`config.mk`:
```
export PLATFORM = sky130hd
export DESIGN_NAME = wb_stage
export DESIGN_NICKNAME = d
export VERILOG_FILES = /design/src/rtl/wb_stage.sv
export SDC_FILE = /design/constraint.sdc
export NUM_CORES = 1
export LEC_CHECK = 0
export BUFFER_PORTS_ARGS = -buffer_cell sky130_fd_sc_hd__buf_2
export CORE_MARGIN = 2
export CORE_UTILIZATION = 51
export CTS_CLUSTER_SIZE = 16
export DETAILED_ROUTE_END_ITERATION = 6
export PLACE_DENSITY_LB_ADDON = 0.2
export SLEW_MARGIN = 20
export SYNTH_ARGS = -nofsm -noshare
export SYNTH_HDL_FRONTEND = slang
export SYNTH_SLANG_ARGS = --single-unit
export TNS_END_PERCENT = 5
```
`constraint.sdc`:
```
create_clock -name clk -period 5.3 [get_ports clk]
set_input_delay 0.795 -clock clk [delete_from_list [all_inputs] [get_ports clk]]
set_output_delay 0.795 -clock clk [all_outputs]
set_load 0.05 [all_outputs]
```
`src/rtl/wb_stage.sv`:
```
// Registered writeback stage: selects the result source, waits on variable-latency
// load returns with a timeout, and drives the register-file write port and instret.
module wb_stage #(
  parameter int unsigned DATA_WIDTH   = 32,
  parameter int unsigned HAS_CSR      = 1,
  parameter int unsigned LOAD_TIMEOUT = 15,
  parameter int unsigned CNT_WIDTH    = 32
) (
  input  logic                  clk,
  input  logic                  rst,
  input  logic                  mem_valid,
  output logic                  mem_ready,
  input  logic [DATA_WIDTH-1:0] alu_result,
  input  logic [DATA_WIDTH-1:0] pc_plus4,
  input  logic [DATA_WIDTH-1:0] csr_rdata,
  input  logic [1:0]            wb_sel,
  input  logic                  regwrite_in,
  input  logic                  kill_wb,
  input  logic [4:0]            rd_in,
  input  logic                  flush,
  input  logic                  load_valid,
  input  logic [DATA_WIDTH-1:0] load_rdata,
  output logic                  rf_we,
  output logic [4:0]            rf_waddr,
  output logic [DATA_WIDTH-1:0] rf_wdata,
  output logic                  load_err,
  output logic [CNT_WIDTH-1:0]  instret
);

  localparam int unsigned TMO_W = 8;
  // Last WAIT_LOAD cycle index before the load is abandoned.
  localparam logic [TMO_W-1:0] TMO_LAST = TMO_W'(LOAD_TIMEOUT - 1);

  typedef enum logic {
    IDLE,
    WAIT_LOAD
  } state_t;

  state_t                  state_q, state_d;
  logic [TMO_W-1:0]        tmo_q, tmo_d;
  logic [4:0]              hold_rd_q, hold_rd_d;
  logic                    hold_rw_q, hold_rw_d;
  logic                    rf_we_d;
  logic [4:0]              rf_waddr_d;
  logic [DATA_WIDTH-1:0]   rf_wdata_d;
  logic                    load_err_d;
  logic [CNT_WIDTH-1:0]    instret_d;
  logic [DATA_WIDTH-1:0]   csr_src;
  logic [DATA_WIDTH-1:0]   sel_data;
  logic                    accept;

  assign mem_ready = (state_q == IDLE) && !rst;
  assign accept    = mem_valid && mem_ready;
  assign csr_src   = (HAS_CSR != 0) ? csr_rdata : '0;

  // Non-load result source; wb_sel == 1 never reaches this path.
  always_comb begin
    sel_data = alu_result;
    case (wb_sel)
      2'd2:    sel_data = pc_plus4;
      2'd3:    sel_data = csr_src;
      default: sel_data = alu_result;
    endcase
  end

  always_comb begin
    state_d    = state_q;
    tmo_d      = tmo_q;
    hold_rd_d  = hold_rd_q;
    hold_rw_d  = hold_rw_q;
    rf_we_d    = 1'b0;
    rf_waddr_d = rf_waddr;
    rf_wdata_d = rf_wdata;
    load_err_d = 1'b0;
    instret_d  = instret;

    case (state_q)
      IDLE: begin
        if (accept && !kill_wb) begin
          if (wb_sel == 2'd1) begin
            hold_rd_d = rd_in;
            hold_rw_d = regwrite_in;
            tmo_d     = '0;
            state_d   = WAIT_LOAD;
          end else begin
            rf_we_d    = regwrite_in && (rd_in != 5'd0);
            rf_waddr_d = rd_in;
            rf_wdata_d = sel_data;
            instret_d  = instret + CNT_WIDTH'(1);
          end
        end
      end
      WAIT_LOAD: begin
        if (flush) begin
          state_d = IDLE;
        end else if (load_valid) begin
          rf_we_d    = hold_rw_q && (hold_rd_q != 5'd0);
          rf_waddr_d = hold_rd_q;
          rf_wdata_d = load_rdata;
          instret_d  = instret + CNT_WIDTH'(1);
          state_d    = IDLE;
        end else if (tmo_q == TMO_LAST) begin
          load_err_d = 1'b1;
          state_d    = IDLE;
        end else begin
          tmo_d = tmo_q + TMO_W'(1);
        end
      end
      default: state_d = IDLE;
    endcase
  end

  always_ff @(posedge clk) begin
    if (rst) begin
      state_q   <= IDLE;
      tmo_q     <= '0;
      hold_rd_q <= '0;
      hold_rw_q <= 1'b0;
      rf_we     <= 1'b0;
      rf_waddr  <= '0;
      rf_wdata  <= '0;
      load_err  <= 1'b0;
      instret   <= '0;
    end else begin
      state_q   <= state_d;
      tmo_q     <= tmo_d;
      hold_rd_q <= hold_rd_d;
      hold_rw_q <= hold_rw_d;
      rf_we     <= rf_we_d;
      rf_waddr  <= rf_waddr_d;
      rf_wdata  <= rf_wdata_d;
      load_err  <= load_err_d;
      instret   <= instret_d;
    end
  end

endmodule

```
==> impl_results.md, run 1 <==
* # port buffers at 213
* Top Family by Delay on Critical Path: compound AO/OA/AOI/OAI gates
* CP endpoint kind: register
* Met2 wire len at 7062 um
* Reg clk slew, reported paths at 0.08 ns
* Max-cap violations at 0
* Initial antenna violation count at 1
* CTS max path bufs at 2
* Largest net degree at the start of global routing at 98
* Rel. slew slack at 0.3421
* First-pass GRT wire length at 22290 um
* Grt total ovfl at 0
* Final WL at 14230 um
* P_leak at 2.558 nW
* Top-area cell type share of the netlist area at 0.3613
* Metal3 WL at 689 um
* Maximum vdd drop at 0.0001046 V
* Pins over their slew limit at 0
* Mapped Cells at 584
* Max FO, Critical Path at 97
* Average wire per standard cell at 16.19 um
* DRC errors left at 0
* Most frequent cells in the layout: buf_2 (212), dfxtp_1 (85), nor2_1 (82), a211oi_1 (70)
* Total setup buffers inserted after CTS at 0
* Root buffer cell: clkbuf_8
* EDFF count, synth at 0
* Syn nets at 729
* CP Cell Sequence: buf_4 -> nor4b_4 -> a21o_1 -> buf_4 -> nor2_1 -> a211oi_1
* Switch share at 0.2631
* Clock Skew at 0.005718 ns
* Vias at 5164
* Cell taking the most area after synthesis: dfxtp_1
* Worst path bufs/invs at 2
* Final setup viols at 0
* Die width at 100.7 um
* Post-route design area at 6061 um2
* Syn avg cell area at 8.159 um2
* Worst path required time at 5.57 ns
* Max H-tree Level at 3
* Top layer in use: met4
* M1 WL at 6041 um
* Register share of total power at 0.449
* Commonest non-fill, non-tap cell in the layout: buf_2
* Die area at 10130 um2
* Detailed router's first-iteration violation count at 256
* Distinct cells, synth at 50
* Overall Global Routing Usage at 0.2746
* GPL Wtd Cong at 0.9056
* Fmax at 314.3 MHz
* Most used cell, CP: buf_4
* CP Launch Type: primary input
* Fin. Hold Viols at 0
* I/O pins at 214
* Placed Area at 5803 um2
* Nets at 908
* Initial Util at 0.5206
* Power share of the combinational group at 0.166
* Antenna-violating nets left at 0
* CTS tree: done
* Fin crit period at 3.181 ns
* Critical path's largest stage delay at 0.82 ns
* Row count at 35
* Post-Syn Area at 4765 um2
* Total CTS buffers at 9
* RSZ-0062 raised after global routing: false
* Area contributors post-synth: dfxtp_1 (36%), a211oi_1 (11%), mux2i_1 (7.8%), nor2_1 (6.5%), a21oi_1 (3.9%)
* Flops & latches, synth at 86
* Yosys warning total at 0
* Ratio of cells with drive above 1 in the final layout at 0.3220
* Pwr Density at 247.0 nW/um2
* Hold buffers post-CTS at 0
* CP Class: in -> reg
* Slowest CP cell: a21o_1
* Vias in the first global route at 4683
* TritonRoute pass-1 iters at 5
* Slew @ Worst Pin at 0.9868 ns
* Setup Total Neg Slack at 0 ns
* Outcome: finished clean
* Worst-Skew Late Latency at 0.35 ns
* Pint at 0.001103 W
* Async SR Flop Fraction at 0
* CP arrival at 3.45 ns
* Hold WC Path Type: reg -> reg
* CORE AREA at 9153 um2
* Period utilization at 0.6003
* Post-CTS sizing at 0
* Post-detail-place hpwl at 10400 um
* Top_reg_cell synth: dfxtp_1
* Vias per inst at 5.875
* Area Growth Syn to Fin at 27.21%
* Clock power share at 0.385
* Register area share after synthesis at 0.3613
* Die Height at 100.7 um
* Clk sink count at 86
* NetSw at 0.0003938 W
registers in the layout, summed over array words and instances (netlist names):
signal	cells
rf_waddr	5
state_q	1
hold_rw_q	1
hold_rd_q	5
tmo_q	8
rf_wdata	32
instret	32
rf_we	1
load_err	1
synthesized netlist by cell type, drive strengths merged, types with 2 or more instances:
cell,number
a211oi,70
a21oi,38
a31oi,3
and2,3
and3,7
and4,6
buf,22
clkbuf,28
dfxtp,86
ha,3
inv,7
mux2,7
mux2i,37
nand2,27
nand2b,4
nand3,20
nand4,9
nand4b,4
nor2,82
nor2b,10
nor3,33
nor4,4
nor4b,4
o211ai,2
o21ai,9
o31ai,16
o32ai,2
or3,4
or4,20
or4b,2
kinds of logic (layout without fill, tap and decap cells):
| family | Yosys count | after routing | share of synthesized area |
|---|---|---|---|
| AO/OA/AOI/OAI | 152 | 152 | 0.2201 |
| AND/OR/NAND/NOR | 241 | 241 | 0.2639 |
| other | 0 | 1 | 0 |
| buffers and inverters | 57 | 240 | 0.05068 |
| XOR/XNOR | 1 | 1 | 0.001839 |
| flip-flops | 86 | 86 | 0.3613 |
| multiplexers | 44 | 44 | 0.09428 |
| adder cells (fa/ha/maj) | 3 | 3 | 0.007879 |
final cells by class:
type | instances | area (um2)
Sequential cell | 86 | 1723
Multi-Input combinational cell | 441 | 2809
Tap cell | 111 | 138.9
Timing Repair Buffer | 218 | 1106
Clock buffer | 12 | 165.2
Fill cell | 772 | 3092
Inverter | 7 | 26.28
Clock inverter | 3 | 90.09
Antenna cell | 1 | 2.502
power by group through the flow:
stage               combinational, W  sequential, W  clock (W)
floorplan                   0.000104       0.000739          0
global placement            0.000243       0.000687          0
detailed placement          0.000248       0.000687          0
CTS                         0.000249       0.000672   0.000586
global route                0.000268       0.000674   0.000616
finish                      0.000248       0.000672   0.000577
layer usage:
layer,up-vias,track usage
met5,-,0
met4,0,0.1359
met3,30,0.04161
met2,183,0.4759
met1,2392,0.3300
li1,2559,-
worst reg2reg max path, stage by stage (launching register included):
cell and delay [ns]:
dfxtp_2 0.36, buf_4 0.63, and3b_1 0.41, a21o_1 0.72, buf_4 0.38, nor2_1 0.06, a211oi_1 0.20
through the flow:
stage               total power (W)  utilization  cells  setup slack [ns]  hold WS (ns)
finish                     0.001497       0.6622    879             2.119        0.4703
CTS                        0.001507       0.6619    878             2.136        0.4695
global placement          0.0009298       0.6340    863             1.881        0.4546
detailed placement        0.0009352       0.6340    863             1.773        0.4581
global route               0.001558       0.6622    879             1.904        0.4888
floorplan                 0.0008425            -    584             2.663        0.4368
final timing paths:
kind / slack, ns / to / from / depth (start not counted)
worst max-delay path: 2.12 / rf_waddr[4] / rst / 6
worst min register to register: 0.47 / hold_rw_q / hold_rw_q / 2
worst min-delay path: 0.47 / hold_rw_q / hold_rw_q / 2
worst max register to register: 2.45 / rf_waddr[4] / state_q / 6
Power figures use the tool's default switching activity.
==> inputs of run 2 (changes only) <==
- ABC_AREA: default -> 1
- CORE_UTILIZATION: 51 -> 43
- clock period: 5.3 -> 2.8 ns (I/O delays scaled with it)
==> run 2 against run 1 <==
First-iteration DRC count is 71% higher. Clock skew is 0.0020 ns higher. Sequential power is 90% higher. Cell count is 24% higher. Global-route usage is 1.9 points lower. Synthesized cell count is 29% higher. Largest cell class unchanged.
==> impl_results.md, run 2 <==
* Period utilization at 0.7469
* Most frequent cells in the layout: buf_2 (213), nand2_1 (161), nand3_1 (130), dfxtp_1 (86), nor2_1 (77)
* Post-Syn Area at 4856 um2
* CP Cell Sequence: inv_1 -> nand2_1 -> nand2_4 -> inv_4 -> nand3_1 -> o21ai_0 -> nor2_1
* Vias per inst at 5.268
* Max H-tree Level at 3
* Placed Area at 5938 um2
* Slew @ Worst Pin at 0.5966 ns
* Cell taking the most area after synthesis: dfxtp_1
* Ratio of cells with drive above 1 in the final layout at 0.2658
* Worst path required time at 3.03 ns
* Clk sink count at 86
* TritonRoute pass-1 iters at 5
* Fin worst setup slack at 0.7086 ns
* Fill cell count at 1094
* Root buffer cell: clkbuf_16
* Cell with the most instances after synthesis: nand2_1
* Pins over their slew limit at 0
* RSZ-0062 raised after global routing: false
* Worst-Skew Late Latency at 0.33 ns
* Maximum vdd drop at 0.0003552 V
* Post-detail-place hpwl at 11260 um
* Area contributors post-synth: dfxtp_1 (35%), nand3_1 (13%), nand2_1 (12%), a21oi_1 (7.3%), nor2_1 (6.0%)
* Top-area cell type share of the netlist area at 0.3545
* # port buffers at 213
* Async SR Flop Fraction at 0
* Slowest CP cell: dfxtp_1
* Total setup buffers inserted after CTS at 0
* Row count at 38
* CORE AREA at 10940 um2
* Overall Global Routing Usage at 0.2552
* EDFF count, synth at 0
* Outcome: finished clean
* Max FO, Critical Path at 66
* CP arrival at 2.32 ns
* Largest net degree at the start of global routing at 67
* Area Growth Syn to Fin at 29.94%
* Hold buffers post-CTS at 0
* Total CTS buffers at 9
* R2r startpoint: state_q
* Mapped Cells at 755
* Antenna-violating nets left at 0
* Die area at 12160 um2
* CP Class: reg -> reg
* Fin. Hold Viols at 0
* Top flop regs: instret: 32 flops, rf_wdata: 32 flops, tmo_q: 8 flops
* GPL Wtd Cong at 0.9054
* Fmax at 478.1 MHz
* Synth top cells by count: nand2_1 (161), nand3_1 (130), dfxtp_1 (86)
* Die width at 110.3 um
* Average wire per standard cell at 14.20 um
* Final setup viols at 0
* Nets at 1088
* CTS max path bufs at 2
* Rel. slew slack at 0.6023
* Initial antenna violation count at 0
* Post-CTS sizing at 0
* N_diodes at 0
* CP endpoint kind: register
* Reg2reg setup slack at 0.71 ns
* Layout Cells excl Fill at 1088
* Fin crit period at 2.091 ns
* Initial Util at 0.4441
* Vias at 5732
* Setup Total Neg Slack at 0 ns
* FF-to-FF path depth at 7
* Distinct cells, synth at 35
* Die Height at 110.3 um
* Final WL at 15450 um
* Dpl ws at 0.6460 ns
* Clock Skew at 0.007678 ns
* I/O pins at 214
* Yosys warning total at 0
* Setup crit start: state_q
* Grt total ovfl at 0
* CP endpoint: instret[21]
* Flops & latches, synth at 86
* Pwr Density at 514.3 nW/um2
* Layout Utilization at 0.5770
* Top_reg_cell synth: dfxtp_1
* Reg clk slew, reported paths at 0.06 ns
* Post-Place Cells at 1072
* Register area share after synthesis at 0.3545
* Vias in the first global route at 5187
* Post-route design area at 6310 um2
* First-pass GRT wire length at 24670 um
* Critical path's largest stage delay at 0.56 ns
* FF-to-FF End: instret[21]
* Max-cap violations at 0
* CTS tree: done
* Detailed router's first-iteration violation count at 437
* DRC errors left at 0
* Hold WC Path Type: in -> reg
* Syn nets at 900
* P_leak at 2.989 nW
* Commonest non-fill, non-tap cell in the layout: buf_2
* Syn avg cell area at 6.432 um2
* CP Launch Type: register
## run 2: changes by cell type after synthesis, sizes merged, moves of 37 or more
cell    before  now
o21ai        9   64
inv          7   55
mux2i       37    0
a211oi      70    0
nand2       27  167
nand3       20  131
## run 2: worst min path at each step
| stage | endpoint | from | slack, ns | cells past startpoint |
|---|---|---|---|---|
| global route | load_err | flush | 0.27 | 2 |
| detailed placement | hold_rw_q | hold_rw_q | 0.46 | 2 |
| finish | load_err | flush | 0.27 | 2 |
| CTS | load_err | flush | 0.26 | 2 |
| global placement | hold_rw_q | hold_rw_q | 0.45 | 2 |
| floorplan | hold_rw_q | hold_rw_q | 0.44 | 2 |
## run 2: final cells by class
class	instances	area, um2	share of cell area
clock buffer	10	239.0	0.03787
timing repair buffer	223	1141	0.1808
sequential	86	1722	0.2729
tap	140	175.2	0.02776
clock inverter	6	132.6	0.02102
multi-input combinational	568	2691	0.4265
inverter	55	209.0	0.03312
## run 2: routing by layer
metal / up-vias / GRT usage / share of wire / wire length, um
met5: - / 0 / 0 / 0
met4: 0 / 0.09464 / 0.029 / 451
met3: 38 / 0.04527 / 0.069 / 1062
met2: 226 / 0.4150 / 0.45 / 7021
met1: 2562 / 0.3384 / 0.45 / 6915
li1: 2906 / - / - / -
## run 2: critical path, delay by kind of cell (launching register included)
kind,cells,cell delay [ns]
flip-flops,1,0.56
AND/OR/NAND/NOR,4,0.55
buffers and inverters,2,0.67
AO/OA/AOI/OAI,1,0.20
## run 2: cells by family after synthesis
kind of cell | Yosys count | share of synthesized area
buf+inv | 101 | 0.09121
xor+xnor | 8 | 0.01443
compound gates | 142 | 0.1513
flops | 86 | 0.3545
fa+ha+maj | 3 | 0.007731
simple gates | 415 | 0.3808
## run 2: power by group
part	switching, W	internal (W)
Combinational	0.000324	0.000167
Clock	0.000491	0.000985
Sequential	0.0000193	0.00126
Total	0.000834	0.00241
## run 2: metrics by stage
step	hold slack, ns	power (W)
floorplan	0.4410	0.001616
global placement	0.4545	0.001790
detailed placement	0.4602	0.001793
CTS	0.2594	0.003272
global route	0.2692	0.003382
finish	0.2725	0.003245
==> inputs of run 3 (changes only) <==
- ABC_AREA: 1 -> 0
- clock period: 2.8 -> 1.7 ns (I/O delays scaled with it)
==> run 3 against run 2 <==
The run now ends with setup timing left. Setup slack got worse by 0.77 ns. Clock power grew 16%. Flip-flop and latch count is the same. Combinational power increased by 71%. Hold slack worse by 0.11 ns. Global-route usage is 0.47 points lower. Via count down 5.6%. Cell count down 12%. Largest cell class unchanged.
==> impl_results.md, run 3 (synthesized netlist as in run 1, its figures left out) <==
* Most frequent cells in the layout: buf_2 (211), nor2_1 (80), a211oi_1 (65), dfxtp_1 (56), buf_4 (45)
* Switch share at 0.2771
* Final WL at 15400 um
* Rel. slew slack at 0.5559
* Root buffer cell: clkbuf_8
* Pwr Density at 679.1 nW/um2
* CTS max path bufs at 2
* Post-detail-place hpwl at 11450 um
* CP Cell Sequence: nor4b_4 -> a21oi_4 -> buf_12 -> or4_1 -> a21oi_1
* Ratio of cells with drive above 1 in the final layout at 0.4344
* Max-cap violations at 0
* Setup crit start: state_q
* Worst-Skew Late Latency at 0.37 ns
* Worst path bufs/invs at 1
* Clock power share at 0.372
* First-pass GRT wire length at 23810 um
* CP Launch Type: register
* Average wire per standard cell at 16.10 um
* Clock Skew at 0.01137 ns
* Largest net degree at the start of global routing at 65
* Hold WC Path Type: in -> reg
* GPL Wtd Cong at 0.8709
* Vias per inst at 5.660
* Total CTS buffers at 9
* FF-to-FF path depth at 5
* Critical path's largest stage delay at 0.51 ns
* R2r startpoint: state_q
* Reg2reg setup slack at -0.06 ns
* Fin crit period at 1.759 ns
* Worst path required time at 1.99 ns
* DRC errors left at 0
* Max H-tree Level at 3
* RSZ-0062 raised after global routing: true
* Fin. Hold Viols at 0
* Fmax at 568.6 MHz
* Die Height at 109.3 um
* Antenna-violating nets left at 0
* CP Class: reg -> reg
* Register share of total power at 0.446
* Power share of the combinational group at 0.182
* Pint at 0.003338 W
* Failing checks: setup timing
* Die width at 109.3 um
* Maximum vdd drop at 0.0004243 V
* Commonest non-fill, non-tap cell in the layout: buf_2
* Vias at 5411
* CP arrival at 2.05 ns
* Layout Utilization at 0.6273
* NetSw at 0.001280 W
* Layout Cells excl Fill at 956
* Outcome: finished, violations left
* CTS tree: done
* Initial Util at 0.4395
* Post-Place Cells at 937
* Grt total ovfl at 0
* Top flop regs: instret: 32 flops, rf_wdata: 32 flops, tmo_q: 8 flops
* # port buffers at 213
* Vias in the first global route at 5034
* P_leak at 2.879 nW
* TritonRoute pass-1 iters at 5
* CORE AREA at 10840 um2
* Hold Path Depth at 3
* Reg clk slew, reported paths at 0.09 ns
* Min-delay src: rd_in[1]
* Hold Slack at 0.1590 ns
* Detailed router's first-iteration violation count at 381
* Area Growth Syn to Fin at 42.73%
* Final setup viols at 22
* Fin worst setup slack at -0.05857 ns
* CP endpoint kind: register
* Nets at 955
* Max FO, Critical Path at 22
* Row count at 38
* Period utilization at 1.034
* Hold buffers post-CTS at 0
* Slew @ Worst Pin at 0.6662 ns
* Initial antenna violation count at 0
* Worst Hold End: hold_rd_q[1]
* FF-to-FF End: instret[28]
* Overall Global Routing Usage at 0.2505
* Clk sink count at 86
* Pins over their slew limit at 0
* Die area at 11940 um2
* I/O pins at 214
* Slowest CP cell: or4_1
* Top Family by Delay on Critical Path: simple AND/OR/NAND/NOR gates
-- run 3: power groups by stage --
stage	logic [W]	clock network [W]	registers, W
after floorplan	0.000326	0	0.00227
after global placement	0.000804	0	0.00211
after detailed placement	0.000818	0	0.00211
after CTS	0.000821	0.00174	0.00206
after global routing	0.000903	0.00184	0.00207
final	0.000839	0.00172	0.00206
-- run 3: cell type report --
type                            instances  area, um2
Inverter                                7      26.28
Antenna cell                            1      2.502
Multi-Input combinational cell        441       3009
Tap cell                              140      175.2
Clock buffer                           12      135.1
Clock inverter                          4      95.09
Sequential cell                        86       1814
Timing Repair Buffer                  265       1543
Fill cell                             977       4040
-- run 3: worst max path at each step --
stage                     cells past startpoint          end  slack [ns]
after global placement                        6  instret[30]       -0.09
after CTS                                     5     tmo_q[1]       -0.06
after global routing                          5  instret[28]       -0.14
final                                         5  instret[28]       -0.06
after detailed placement                      6     tmo_q[1]       -0.15
after floorplan                               6  instret[30]       -0.04
-- run 3: worst min-delay path: stages --
cell and delay [ns]:
buf_2 0.12, nand3_1 0.06, a21oi_1 0.05
-- run 3: metal layers --
layer	GRT usage	part of all wire	vias to the layer above
met1	0.2972	0.41	2540
met5	0	0	-
met4	0.08228	0.015	0
li1	-	-	2653
met2	0.4476	0.51	201
met3	0.05320	0.062	17
-- run 3: per-stage QoR --
| stage | instance area (um2) | setup TNS, ns | setup WS (ns) | total power, W |
|---|---|---|---|---|
| detailed placement | 6405 | -3.062 | -0.1527 | 0.002926 |
| global placement | 6405 | -1.515 | -0.08717 | 0.002910 |
| CTS | 6649 | -0.5392 | -0.05688 | 0.004625 |
| floorplan | 4957 | -0.2826 | -0.03634 | 0.002598 |
| finish | 6800 | -0.6245 | -0.05857 | 0.004618 |
| global route | 6798 | -3.202 | -0.1449 | 0.004807 |
-- run 3: repair_timing --
action / 4_1_cts / 5_1_grt
endpoints found under the setup margin: 35 / 67
gates resized for setup: 6 / 29
pin swaps: 2 / 17
gates cloned: 0 / 1
buffers inserted: 0 / 1
